$ cat src/rtl/ahb_mon_pkg.sv
// ahb_mon_pkg: AHB-Lite encodings, in-flight record and saturating add shared by the monitor
package ahb_mon_pkg;
   localparam logic [1:0] HTRANS_IDLE = 2'b00, HTRANS_BUSY = 2'b01, HTRANS_NONSEQ = 2'b10, HTRANS_SEQ = 2'b11;
   localparam logic [1:0] HRESP_OKAY = 2'b00, HRESP_ERROR = 2'b01;
   localparam int A_RD = 0, A_WR = 1, A_RDB = 2, A_WRB = 3, A_LAT = 4, A_ERR = 5, A_HIST = 6;
   typedef struct packed {
      logic       valid;
      logic       write;
      logic [2:0] size;
   } flight_t;
   function automatic logic [63:0] sat_add(logic [63:0] a, logic [63:0] b, logic [63:0] max);
      return (a + b > max) ? max : a + b;
   endfunction
   function automatic logic in_range(logic [63:0] a, logic [63:0] lo, logic [63:0] hi);
      return a >= lo && a <= hi;
   endfunction
endpackage

$ cat src/rtl/ahb_perf_monitor_if.sv
// ahb_perf_monitor_if: AHB-Lite slave-port signals with master, slave and snoop views
interface ahb_perf_monitor_if #(parameter int ADDR_WIDTH = 32, parameter int DATA_WIDTH = 32);
   logic                  HSEL, HREADY, HWRITE;
   logic [ADDR_WIDTH-1:0] HADDR;
   logic [2:0]            HSIZE;
   logic [1:0]            HTRANS, HRESP;
   logic [DATA_WIDTH-1:0] HWDATA, HRDATA;
   modport master (output HSEL, HADDR, HWRITE, HSIZE, HTRANS, HWDATA, input HREADY, HRESP, HRDATA);
   modport slave (input HSEL, HADDR, HWRITE, HSIZE, HTRANS, HWDATA, output HREADY, HRESP, HRDATA);
   modport monitor (input HSEL, HREADY, HWRITE, HADDR, HSIZE, HTRANS, HRESP, HWDATA, HRDATA);
endinterface

$ cat src/rtl/ahb_mon_sat_cnt.sv
// ahb_mon_sat_cnt: saturating accumulator exposing its post-increment (pre-clear) value
module ahb_mon_sat_cnt
   import ahb_mon_pkg::*;
#(
   parameter int WIDTH = 32,
   parameter int INC_W = 8
) (
   input  logic             HCLK,
   input  logic             HRESET,
   input  logic             inc_en,
   input  logic [INC_W-1:0] inc_val,
   input  logic             clr,
   output logic [WIDTH-1:0] nxt
);
   logic [WIDTH-1:0] cnt_q, cnt_d;
   always_comb begin
      nxt = inc_en ? WIDTH'(sat_add(64'(cnt_q), 64'(inc_val), 64'({WIDTH{1'b1}}))) : cnt_q;
      cnt_d = clr ? '0 : nxt;
   end
   always_ff @(posedge HCLK) cnt_q <= HRESET ? '0 : cnt_d;
endmodule

$ cat src/rtl/ahb_perf_monitor.sv
// ahb_perf_monitor: windowed AHB-Lite count/byte/latency/error snooper emitting one snapshot per window
module ahb_perf_monitor
   import ahb_mon_pkg::*;
#(
   parameter int ADDR_WIDTH = 32,
   parameter int DATA_WIDTH = 32,
   parameter int CNT_W = 32,
   parameter int LAT_W = 8,
   parameter int WINDOW = 1024,
   parameter int NBINS = 8,
   parameter logic [ADDR_WIDTH-1:0] ADDR_LO = '0,
   parameter logic [ADDR_WIDTH-1:0] ADDR_HI = '1
) (
   input  logic                   HCLK,
   input  logic                   HRESET,
   input  logic                   mon_en,
   input  logic                   mon_clr,
   ahb_perf_monitor_if.monitor    bus,
   output logic                   snap_valid,
   output logic [CNT_W-1:0]       snap_rd_cnt,
   output logic [CNT_W-1:0]       snap_wr_cnt,
   output logic [CNT_W-1:0]       snap_rd_bytes,
   output logic [CNT_W-1:0]       snap_wr_bytes,
   output logic [CNT_W-1:0]       snap_lat_sum,
   output logic [LAT_W-1:0]       snap_lat_max,
   output logic [CNT_W-1:0]       snap_err_cnt,
   output logic [NBINS*CNT_W-1:0] snap_hist
);
   localparam int NACC = A_HIST + NBINS;
   localparam int INC_W = LAT_W > 8 ? LAT_W : 8;
   localparam int TW = $clog2(WINDOW);
   flight_t flight_q, flight_d;
   logic [LAT_W-1:0] lat_q, lat_d, lat_max_q, lat_max_d, lat_max_nxt, snap_lat_max_q, snap_lat_max_d;
   logic [TW-1:0] timer_q, timer_d;
   logic [NACC-1:0] inc_en;
   logic [NACC-1:0][INC_W-1:0] inc_val;
   logic [NACC-1:0][CNT_W-1:0] acc_nxt, snap_q, snap_d;
   logic [INC_W-1:0] byte_v;
   logic snap_valid_q, snap_valid_d, accept, done, ev, roll, clr;
   logic [DATA_WIDTH-1:0] unused_data;
   assign unused_data = bus.HWDATA ^ bus.HRDATA;
   always_comb begin
      done = flight_q.valid & bus.HREADY;
      accept = bus.HSEL & bus.HREADY & (bus.HTRANS == HTRANS_NONSEQ || bus.HTRANS == HTRANS_SEQ)
               & in_range(64'(bus.HADDR), 64'(ADDR_LO), 64'(ADDR_HI));
      ev = done & mon_en & ~mon_clr;
      roll = mon_en & ~mon_clr & (timer_q == TW'(WINDOW - 1));
      clr = mon_clr | roll;
      flight_d = bus.HREADY ? flight_t'{valid: accept, write: bus.HWRITE, size: bus.HSIZE} : flight_q;
      lat_d = bus.HREADY ? LAT_W'(1) : (&lat_q ? lat_q : lat_q + LAT_W'(1));
      timer_d = clr ? '0 : timer_q + TW'(mon_en);
      byte_v = INC_W'(1) << flight_q.size;
      inc_en = '0;
      inc_en[A_RD] = ev & ~flight_q.write;
      inc_en[A_WR] = ev & flight_q.write;
      inc_en[A_RDB] = ev & ~flight_q.write;
      inc_en[A_WRB] = ev & flight_q.write;
      inc_en[A_LAT] = ev;
      inc_en[A_ERR] = ev & |(bus.HRESP & HRESP_ERROR);
      for (int i = 0; i < NBINS; i++)
         inc_en[A_HIST+i] = ev & (i == NBINS - 1 ? lat_q >= LAT_W'(NBINS) : lat_q == LAT_W'(i + 1));
      inc_val = {NACC{INC_W'(1)}};
      inc_val[A_RDB] = byte_v;
      inc_val[A_WRB] = byte_v;
      inc_val[A_LAT] = INC_W'(lat_q);
      lat_max_nxt = (ev && lat_q > lat_max_q) ? lat_q : lat_max_q;
      lat_max_d = clr ? '0 : lat_max_nxt;
      snap_d = roll ? acc_nxt : snap_q;
      snap_lat_max_d = roll ? lat_max_nxt : snap_lat_max_q;
      snap_valid_d = roll;
   end
   for (genvar k = 0; k < NACC; k++) begin : g_acc
      ahb_mon_sat_cnt #(.WIDTH(CNT_W), .INC_W(INC_W)) u_cnt (
         .HCLK(HCLK), .HRESET(HRESET), .inc_en(inc_en[k]), .inc_val(inc_val[k]), .clr(clr), .nxt(acc_nxt[k])
      );
   end
   always_ff @(posedge HCLK) begin
      if (HRESET) begin
         flight_q <= '0;
         lat_q <= '0;
         lat_max_q <= '0;
         timer_q <= '0;
         snap_q <= '0;
         snap_lat_max_q <= '0;
         snap_valid_q <= 1'b0;
      end else begin
         flight_q <= flight_d;
         lat_q <= lat_d;
         lat_max_q <= lat_max_d;
         timer_q <= timer_d;
         snap_q <= snap_d;
         snap_lat_max_q <= snap_lat_max_d;
         snap_valid_q <= snap_valid_d;
      end
   end
   assign snap_valid = snap_valid_q;
   assign snap_rd_cnt = snap_q[A_RD];
   assign snap_wr_cnt = snap_q[A_WR];
   assign snap_rd_bytes = snap_q[A_RDB];
   assign snap_wr_bytes = snap_q[A_WRB];
   assign snap_lat_sum = snap_q[A_LAT];
   assign snap_err_cnt = snap_q[A_ERR];
   assign snap_lat_max = snap_lat_max_q;
   assign snap_hist = snap_q[NACC-1:A_HIST];
endmodule

$ cat src/flat_wrapper.sv
// flat-port wrapper written by rule: the top's interface ports become plain ports
module ahb_perf_monitor_flat import ahb_mon_pkg::*;
#(
   parameter int ADDR_WIDTH = 32,
   parameter int DATA_WIDTH = 32,
   parameter int CNT_W = 32,
   parameter int LAT_W = 8,
   parameter int WINDOW = 1024,
   parameter int NBINS = 8,
   parameter logic [ADDR_WIDTH-1:0] ADDR_LO = '0,
   parameter logic [ADDR_WIDTH-1:0] ADDR_HI = '1
)
  (HCLK, HRESET, mon_en, mon_clr, snap_valid, snap_rd_cnt, snap_wr_cnt, snap_rd_bytes, snap_wr_bytes, snap_lat_sum, snap_lat_max, snap_err_cnt, snap_hist, bus_HSEL, bus_HREADY, bus_HWRITE, bus_HADDR, bus_HSIZE, bus_HTRANS, bus_HRESP, bus_HWDATA, bus_HRDATA);
  ahb_perf_monitor_if #(.ADDR_WIDTH(ADDR_WIDTH), .DATA_WIDTH(DATA_WIDTH)) bus_i ();
  input  logic HCLK;
  input  logic HRESET;
  input  logic mon_en;
  input  logic mon_clr;
  output logic snap_valid;
  output logic [CNT_W-1:0] snap_rd_cnt;
  output logic [CNT_W-1:0] snap_wr_cnt;
  output logic [CNT_W-1:0] snap_rd_bytes;
  output logic [CNT_W-1:0] snap_wr_bytes;
  output logic [CNT_W-1:0] snap_lat_sum;
  output logic [LAT_W-1:0] snap_lat_max;
  output logic [CNT_W-1:0] snap_err_cnt;
  output logic [NBINS*CNT_W-1:0] snap_hist;
  input wire logic [$bits(bus_i.HSEL)-1:0] bus_HSEL;
  input wire logic [$bits(bus_i.HREADY)-1:0] bus_HREADY;
  input wire logic [$bits(bus_i.HWRITE)-1:0] bus_HWRITE;
  input wire logic [$bits(bus_i.HADDR)-1:0] bus_HADDR;
  input wire logic [$bits(bus_i.HSIZE)-1:0] bus_HSIZE;
  input wire logic [$bits(bus_i.HTRANS)-1:0] bus_HTRANS;
  input wire logic [$bits(bus_i.HRESP)-1:0] bus_HRESP;
  input wire logic [$bits(bus_i.HWDATA)-1:0] bus_HWDATA;
  input wire logic [$bits(bus_i.HRDATA)-1:0] bus_HRDATA;
  assign bus_i.HSEL = bus_HSEL;
  assign bus_i.HREADY = bus_HREADY;
  assign bus_i.HWRITE = bus_HWRITE;
  assign bus_i.HADDR = bus_HADDR;
  assign bus_i.HSIZE = bus_HSIZE;
  assign bus_i.HTRANS = bus_HTRANS;
  assign bus_i.HRESP = bus_HRESP;
  assign bus_i.HWDATA = bus_HWDATA;
  assign bus_i.HRDATA = bus_HRDATA;
  ahb_perf_monitor #(.ADDR_WIDTH(ADDR_WIDTH), .DATA_WIDTH(DATA_WIDTH), .CNT_W(CNT_W), .LAT_W(LAT_W), .WINDOW(WINDOW), .NBINS(NBINS), .ADDR_LO(ADDR_LO), .ADDR_HI(ADDR_HI)) u_core (.HCLK(HCLK), .HRESET(HRESET), .mon_en(mon_en), .mon_clr(mon_clr), .bus(bus_i), .snap_valid(snap_valid), .snap_rd_cnt(snap_rd_cnt), .snap_wr_cnt(snap_wr_cnt), .snap_rd_bytes(snap_rd_bytes), .snap_wr_bytes(snap_wr_bytes), .snap_lat_sum(snap_lat_sum), .snap_lat_max(snap_lat_max), .snap_err_cnt(snap_err_cnt), .snap_hist(snap_hist));
endmodule
$ cat config.mk
export PLATFORM = sky130hd
export DESIGN_NAME = ahb_perf_monitor_flat
export DESIGN_NICKNAME = d
export VERILOG_FILES = /design/src/rtl/ahb_mon_pkg.sv /design/src/rtl/ahb_perf_monitor_if.sv /design/src/rtl/ahb_mon_sat_cnt.sv /design/src/rtl/ahb_perf_monitor.sv /design/src/flat_wrapper.sv
export SDC_FILE = /design/constraint.sdc
export NUM_CORES = 2
export LEC_CHECK = 0
export ABC_AREA = 1
export CAP_MARGIN = 30
export CORE_MARGIN = 1.5
export CORE_UTILIZATION = 40
export CTS_CLUSTER_SIZE = 30
export DETAILED_ROUTE_END_ITERATION = 6
export PLACE_DENSITY = 0.63
export SETUP_SLACK_MARGIN = 0.15
export SYNTH_ARGS = -nofsm -noshare
export SYNTH_HDL_FRONTEND = slang
export SYNTH_SLANG_ARGS = --single-unit
$ cat constraint.sdc
create_clock -name HCLK -period 3.93 [get_ports HCLK]
set_clock_uncertainty 0.2 [all_clocks]
set_input_delay 0.9825 -clock HCLK [delete_from_list [all_inputs] [get_ports HCLK]]
set_output_delay 0.9825 -clock HCLK [all_outputs]
set_load 0.05 [all_outputs]
; Word level (Yosys, flattened, before mapping)
; Index checks and enable logic that the tools add are counted.
[word_totals]
reg_bits = 936
in_bits = 110
output_inout_bits = 457
word_cells = 138
[op_classes]
n_addsub = 16
magnitude_cmp = 16
eq_ne = 11
shifts = 1
n_mux = 31
bitwise_logic = 21
reduce_logical = 5
[op_table]
columns = op, count
row1 = $mux W32, 28
row2 = $gt A33 B32 Y1 const B, 14
row3 = $add A32 B1 Y33 const B, 11
row4 = $add A32 B8 Y33, 3
row5 = $eq A8 B3 Y1 const B, 4
row6 = $and A1 B1 Y1, 18
row7 = $eq A8 B2 Y1 const B, 2
row8 = $add A10 B1 Y10, 1
row9 = $eq A10 B10 Y1 const B, 1
row10 = $add A8 B1 Y8 const B, 1
row11 = $eq A8 B1 Y1 const B, 1
row12 = $ge A8 B4 Y1 const B, 1
row13 = $gt A8 B8 Y1, 1
row14 = $mux W8, 1
row15 = $reduce_and A8 Y1, 1
row16 = $shl A1 B3 Y8 const A, 1
row17 = $eq A2 B2 Y1 const B, 2
row18 = $reduce_or A2 Y1, 2
row19 = $mux W1, 2
row20 = $ne A2 B2 Y1 const B, 1
row21 = $not A1 Y1, 2
row22 = $logic_and A1 B1 Y1, 1
row23 = $logic_or A1 B1 Y1, 1
row24 = $or A1 B1 Y1, 1

; Longest topological paths before layout
[logic_depth]
word_depth = 5
ltp_mapped = 22
depth_no_buf = 22

; Hierarchy
; A second synthesis with hierarchy kept.
[unflattened]
cells_unflattened = 9090
hier_area_um2 = 58204.6
[modules_own_cells]
columns = mod, instances, cells_per_inst, area_each_um2, seq_area_each_um2
row1 = ahb_mon_sat_cnt (u_core.g_acc[10].u_cnt ...), 8, 494, 2945.3, 640.6
row2 = ahb_perf_monitor, 1, 2232, 17453.0, 9769.4
row3 = ahb_mon_sat_cnt (u_core.g_acc[3].u_cnt ...), 4, 488, 2912.8, 640.6
row4 = ahb_mon_sat_cnt (u_core.g_acc[5].u_cnt), 1, 477, 2792.7, 640.6
row5 = ahb_mon_sat_cnt (u_core.g_acc[0].u_cnt), 1, 477, 2745.1, 640.6

; Worst setup path after synthesis
; OpenSTA, ideal clock, no wires.
[synth_timing]
path_kind = input -> register
start = input port mon_clr
end = register u_core.g_acc[5].u_cnt.cnt_q[28]
setup_ns = 0.128
t_arrival_ns = 2.571
required_ns = 3.602
setup_slack_ns = 1.032
cell_stages = 10
path_buffers = 3
cell_sequence = inv_1 nand2_1 inv_1 nand3_1 or3b_2 buf_2 nand3_2 clkbuf_1 clkbuf_1 nor2_1
[synth_via]
elab_chain_len = 5
word_cells_on_any_way = 8
classes_between = 1 x mux / 6 x bitwise / 1 x reduce/logical
[synth_lines]
columns = element, line
row1 = "start, declared", flat_wrapper.sv:18  ; input logic mon_clr;
row2 = $not A1 Y1, "ahb_perf_monitor.sv:46, ahb_perf_monitor.sv:47"
row3 = $and A1 B1 Y1 (2 in series), ahb_perf_monitor.sv:47  ; roll = mon_en & ~mon_clr & (timer_q == TW'(WINDOW - 1));
row4 = $or A1 B1 Y1, ahb_perf_monitor.sv:48  ; clr = mon_clr | roll;
row5 = $reduce_or A2 Y1 (no source line), n/a
row6 = "end signal, assigned", ahb_mon_sat_cnt.sv:20  ; always_ff @(posedge HCLK) cnt_q <= HRESET ? '0 : cnt_d;
row7 = "end, declared", ahb_mon_sat_cnt.sv:15  ; logic [WIDTH-1:0] cnt_q, cnt_d;
; Parallel ways exist; a longest one is shown, timed or not.
; A chain may end at the register's enable or synchronous reset.

; Worst setup path after layout
[layout_timing]
start = register u_core.g_acc[5].u_cnt.cnt_q[0]
end = register u_core.snap_q (netlist bit u_core.snap_err_cnt[6])
[layout_via]
elab_chain_len = 4
[layout_lines]
columns = element, line
row1 = $add A32 B1 Y33 (*), ahb_mon_pkg.sv:12  ; return (a + b > max) ? max : a + b;
row2 = $gt A33 B32 Y1, ahb_mon_pkg.sv:12
row3 = $mux W32 (*), ahb_mon_pkg.sv:12
row4 = $mux W32 (*), ahb_mon_sat_cnt.sv:17  ; nxt = inc_en ? WIDTH'(sat_add(64'(cnt_q), 64'(inc_val), 64'({WIDTH{1'b1}}))) : cnt_q;
row5 = "end signal, assigned", ahb_perf_monitor.sv:91  ; snap_q <= snap_d;
row6 = "end, declared", ahb_perf_monitor.sv:37  ; logic [NACC-1:0][CNT_W-1:0] acc_nxt, snap_q, snap_d;
; Mark *: on every way between the ends. The rest lies on a longest branch, timed or not.

==> flow_summary_export.csv <==
group,metric,value,unit
critical_path,required,4390,ps
sta,max_freq,286,MHz
critical_path,worst_path_max_delay_cell,"dfxtp_1",
synthesis,synth_compound_area_share,12.2,%
power_and_ir_drop,powerDensity,319,mW/mm2
synthesis,yosysWarnings,0,
critical_path,end_kind,"register",
critical_path,path_cells,"ha_1 > nand3_1 > nor2_2 > nand4_1 > nor2_1 > nand2_1 > nand2_1 > nand2_1 > nor2_1 > nand4_1 > nor2_2 > nand2_2 > buf_4 > nand3_2 > nand2_1 > a21oi_1",
synthesis,synthArstFlopShare,0,%
synthesis,synth_top_area_share,35.3,%
drt,num_vias,53400,
critical_path,critPathArrivalTime,3960,ps
sta,whs,299,ps
global_route,grt_pass1_wl,278,mm
synthesis,yosysTopAreaCell,"dfxtp_1",
critical_path,crit_top_cell,"nand2_1",
cells_and_area,drive_gt1_share,8.19,%
drt,drtIter0Drc,3671,
clock_network,root_buffer,"clkbuf_16",
drt,first_pass_iters,5,
sta,setup_tns,0,ps
power_and_ir_drop,power,20.3,mW
sta,fin_crit_sh,89.1,%
die,die_x,367,um
synthesis,synthXorXnorAreaFrac,3.14,%
synthesis,synth_ff_type,"dfxtp_1",
clock_network,cts.clk_slew.worst_paths,60,ps
drt,drc,0,
global_route,grt_antenna_before_repair,2,
die,start_util,40.3,%
drt,routed_wl,176,mm
sta,worstMarginPinSlew,997,ps
cells_and_area,final_nets,8882,
clock_network,htree_levels,3,
synthesis,ys_seq_area_share,35.3,%
die,core,0.132,mm2
sta,rsz0062_at_grt,"no",
synthesis,synth_area_leaders,"dfxtp_1, nand2_1, nor2_1, inv_1, nand3_1",
critical_path,cpPeakStageDelay,500,ps
die,io_pins,567,
synthesis,synth_adder_area_share,1.26,%
sta,setup_violations,0,
synthesis,ys_ff_latch,936,
die,row_count,133,
synthesis,synth.avg_cell_area,6.35,um2
power_and_ir_drop,peakVddDrop,0.000375,V
global_route,overflow,0,
clock_network,worstSkewPairLatency,740,ps
clock_network,clock-sinks,936,
synthesis,synthesis.area,0.0531,mm2
synthesis,yosys.area_share.simple,39.0,%
status,status,"finished clean",
clock_network,cts_buffers,103,
synthesis,synth_edf_count,0,
synthesis,syn_inst,8363,
critical_path,worst_setup_path_start_kind,"register",
cells_and_area,design_area,0.0636,mm2
synthesis,synthMuxAreaShare,0,%
cells_and_area,post-route-util,48.3,%
drt,via_per_inst,5.06,
global_route,grt_use_total,25.4,%
placement,dp_hpwl,135,mm
drt,drt-wirelength-per-cell,16.7,um
placement,placed_cell_area,0.0600,mm2
synthesis,yosysUniqueCellTypes,55,
cells_and_area,area_growth,19.9,%
sta,hold_violations,0,
sta,drv_slew,0,
clock_network,cts_tree,"built",
hold_path,hp-class,"reg -> reg",
run,maxCapViolCount,0,
clock_network,cts_buffer_depth,3,
drt,ant_nets,0,
synthesis,syn-num-nets,8526,
global_route,grt_max_degree,120,
sta,fin_crit,3500,ps
cells_and_area,antenna_cells,0,
die,dieArea,0.135,mm2
critical_path,critical_path_class,"reg -> reg",
die,die_h,367,um
global_route,grt_pass1_vias,49800,
placement,port_buffers,468,
synthesis,synth_top_family_by_area,"simple AND/OR/NAND/NOR gates",
power_and_ir_drop,leakagePower,25.9,nW
placement,place.gp.congestion,0.964,
critical_path,crit_fanout,11,
sta,max_slew_margin,33.4,%
clock_network,cts_setup_buffers,0,
Yosys cell counts (all sizes together) (6+ instances only):
master / instances
nand3: 711
nor3: 129
nand2: 2299
buf: 86
nand3b: 13
nand4: 129
o21bai: 18
xor2: 172
o22ai: 14
o21a: 82
o21ai: 505
inv: 865
nor4: 28
nor2: 1401
a21oi: 535
or2: 60
clkbuf: 269
dfxtp: 936
a31oi: 6
xnor2: 15
ha: 52
nor3b: 8
where the power goes:
group / total [mW] / switching (mW) / internal (mW) / leakage, nW
registers: 9.51 / 0.0132 / 9.50 / 7.54
clock network: 10.5 / 4.30 / 6.18 / 1.78
logic: 0.326 / 0.234 / 0.0914 / 16.6
total: 20.3 / 4.54 / 15.8 / 25.9
state kept, by name, summed over array words and instances (netlist names), 32 cells and up:
name and count:
u_core.snap_rd_cnt 32, u_core.snap_hist 256, u_core.snap_wr_cnt 32, u_core.snap_rd_bytes 32
u_core.snap_lat_sum 32, u_core.snap_err_cnt 32, u_core.snap_wr_bytes 32, u_core.g_acc.u_cnt.cnt_q 448
layout by cell type, fill, tap and decap left out, drive strengths merged, types with 6 or more instances in the layout:
master	instances
nand2	2299
nor2	1401
dfxtp	936
inv	868
nand3	711
a21oi	535
o21ai	505
clkdlybuf4s50	468
xor2	172
clkbuf	139
buf	138
nand4	129
nor3	129
o21a	82
or2	60
ha	52
clkinv	29
nor4	28
o21bai	18
xnor2	15
o22ai	14
bufinv	14
nand3b	13
clkinvlp	9
nor3b	8
a31oi	6
stage by stage:
step | instances | worst slack, ps
2_1_floorplan | 8363 | 1030
3_3_place_gp | 10400 | 77.3
3_5_place_dp | 10400 | 55.1
4_1_cts | 10600 | 435
5_1_grt | 10600 | 209
6_report | 10600 | 430
area by class of cell:
type	instances	area (um2)
Fill cell	13700	68000
Multi-Input combinational cell	6203	29500
Sequential cell	936	18700
Timing Repair Buffer	606	6260
Inverter	869	3270
Clock buffer	139	2930
Tap cell	1755	2200
Clock inverter	51	727
routing by layer:
layer | global-route usage [%] | vias to the layer above | share of wire [%] | routed length, um
li1 | - | 27400 | - | -
met2 | 40.5 | 1247 | 44 | 77900
met1 | 35.0 | 24500 | 47 | 83600
met4 | 7.82 | 2 | 3.2 | 5600
met3 | 3.79 | 235 | 5.2 | 9110
met5 | 0 | - | 0.0045 | 8
path summary, 6_finish.rpt:
check,cells past startpoint,to,from,slack (ps)
setup / recovery,16,u_core.snap_err_cnt[6],u_core.g_acc[5].u_cnt.cnt_q[0],430
hold / removal,2,u_core.snap_rd_cnt[29],u_core.snap_rd_cnt[29],300
setup reg to reg,16,u_core.snap_err_cnt[6],u_core.g_acc[5].u_cnt.cnt_q[0],430
hold reg to reg,2,u_core.snap_rd_cnt[29],u_core.snap_rd_cnt[29],300
worst max-delay path, delay by kind of cell, from the launching register on:
kind | cells | cell delay, ps
flip-flops | 1 | 500
adder cells (fa/ha/maj) | 1 | 270
buffers and inverters | 1 | 260
AND/OR/NAND/NOR | 13 | 2010
AO/OA/AOI/OAI | 1 | 150
repair_timing:
item / CTS / global route
endpoints found under the setup margin: 0 / 1
resized for setup: 0 / 1
hold buffers: 0 / 0
endpoints found under the hold margin: 0 / 0
cell families (layout without fill, tap and decap cells):
| kind of cell | after synthesis | in the layout |
|---|---|---|
| flops | 936 | 936 |
| fa+ha+maj | 53 | 53 |
| simple gates | 4790 | 4790 |
| xor+xnor | 187 | 187 |
| compound gates | 1173 | 1173 |
| buf+inv | 1224 | 1665 |
Power figures use the tool's default switching activity.
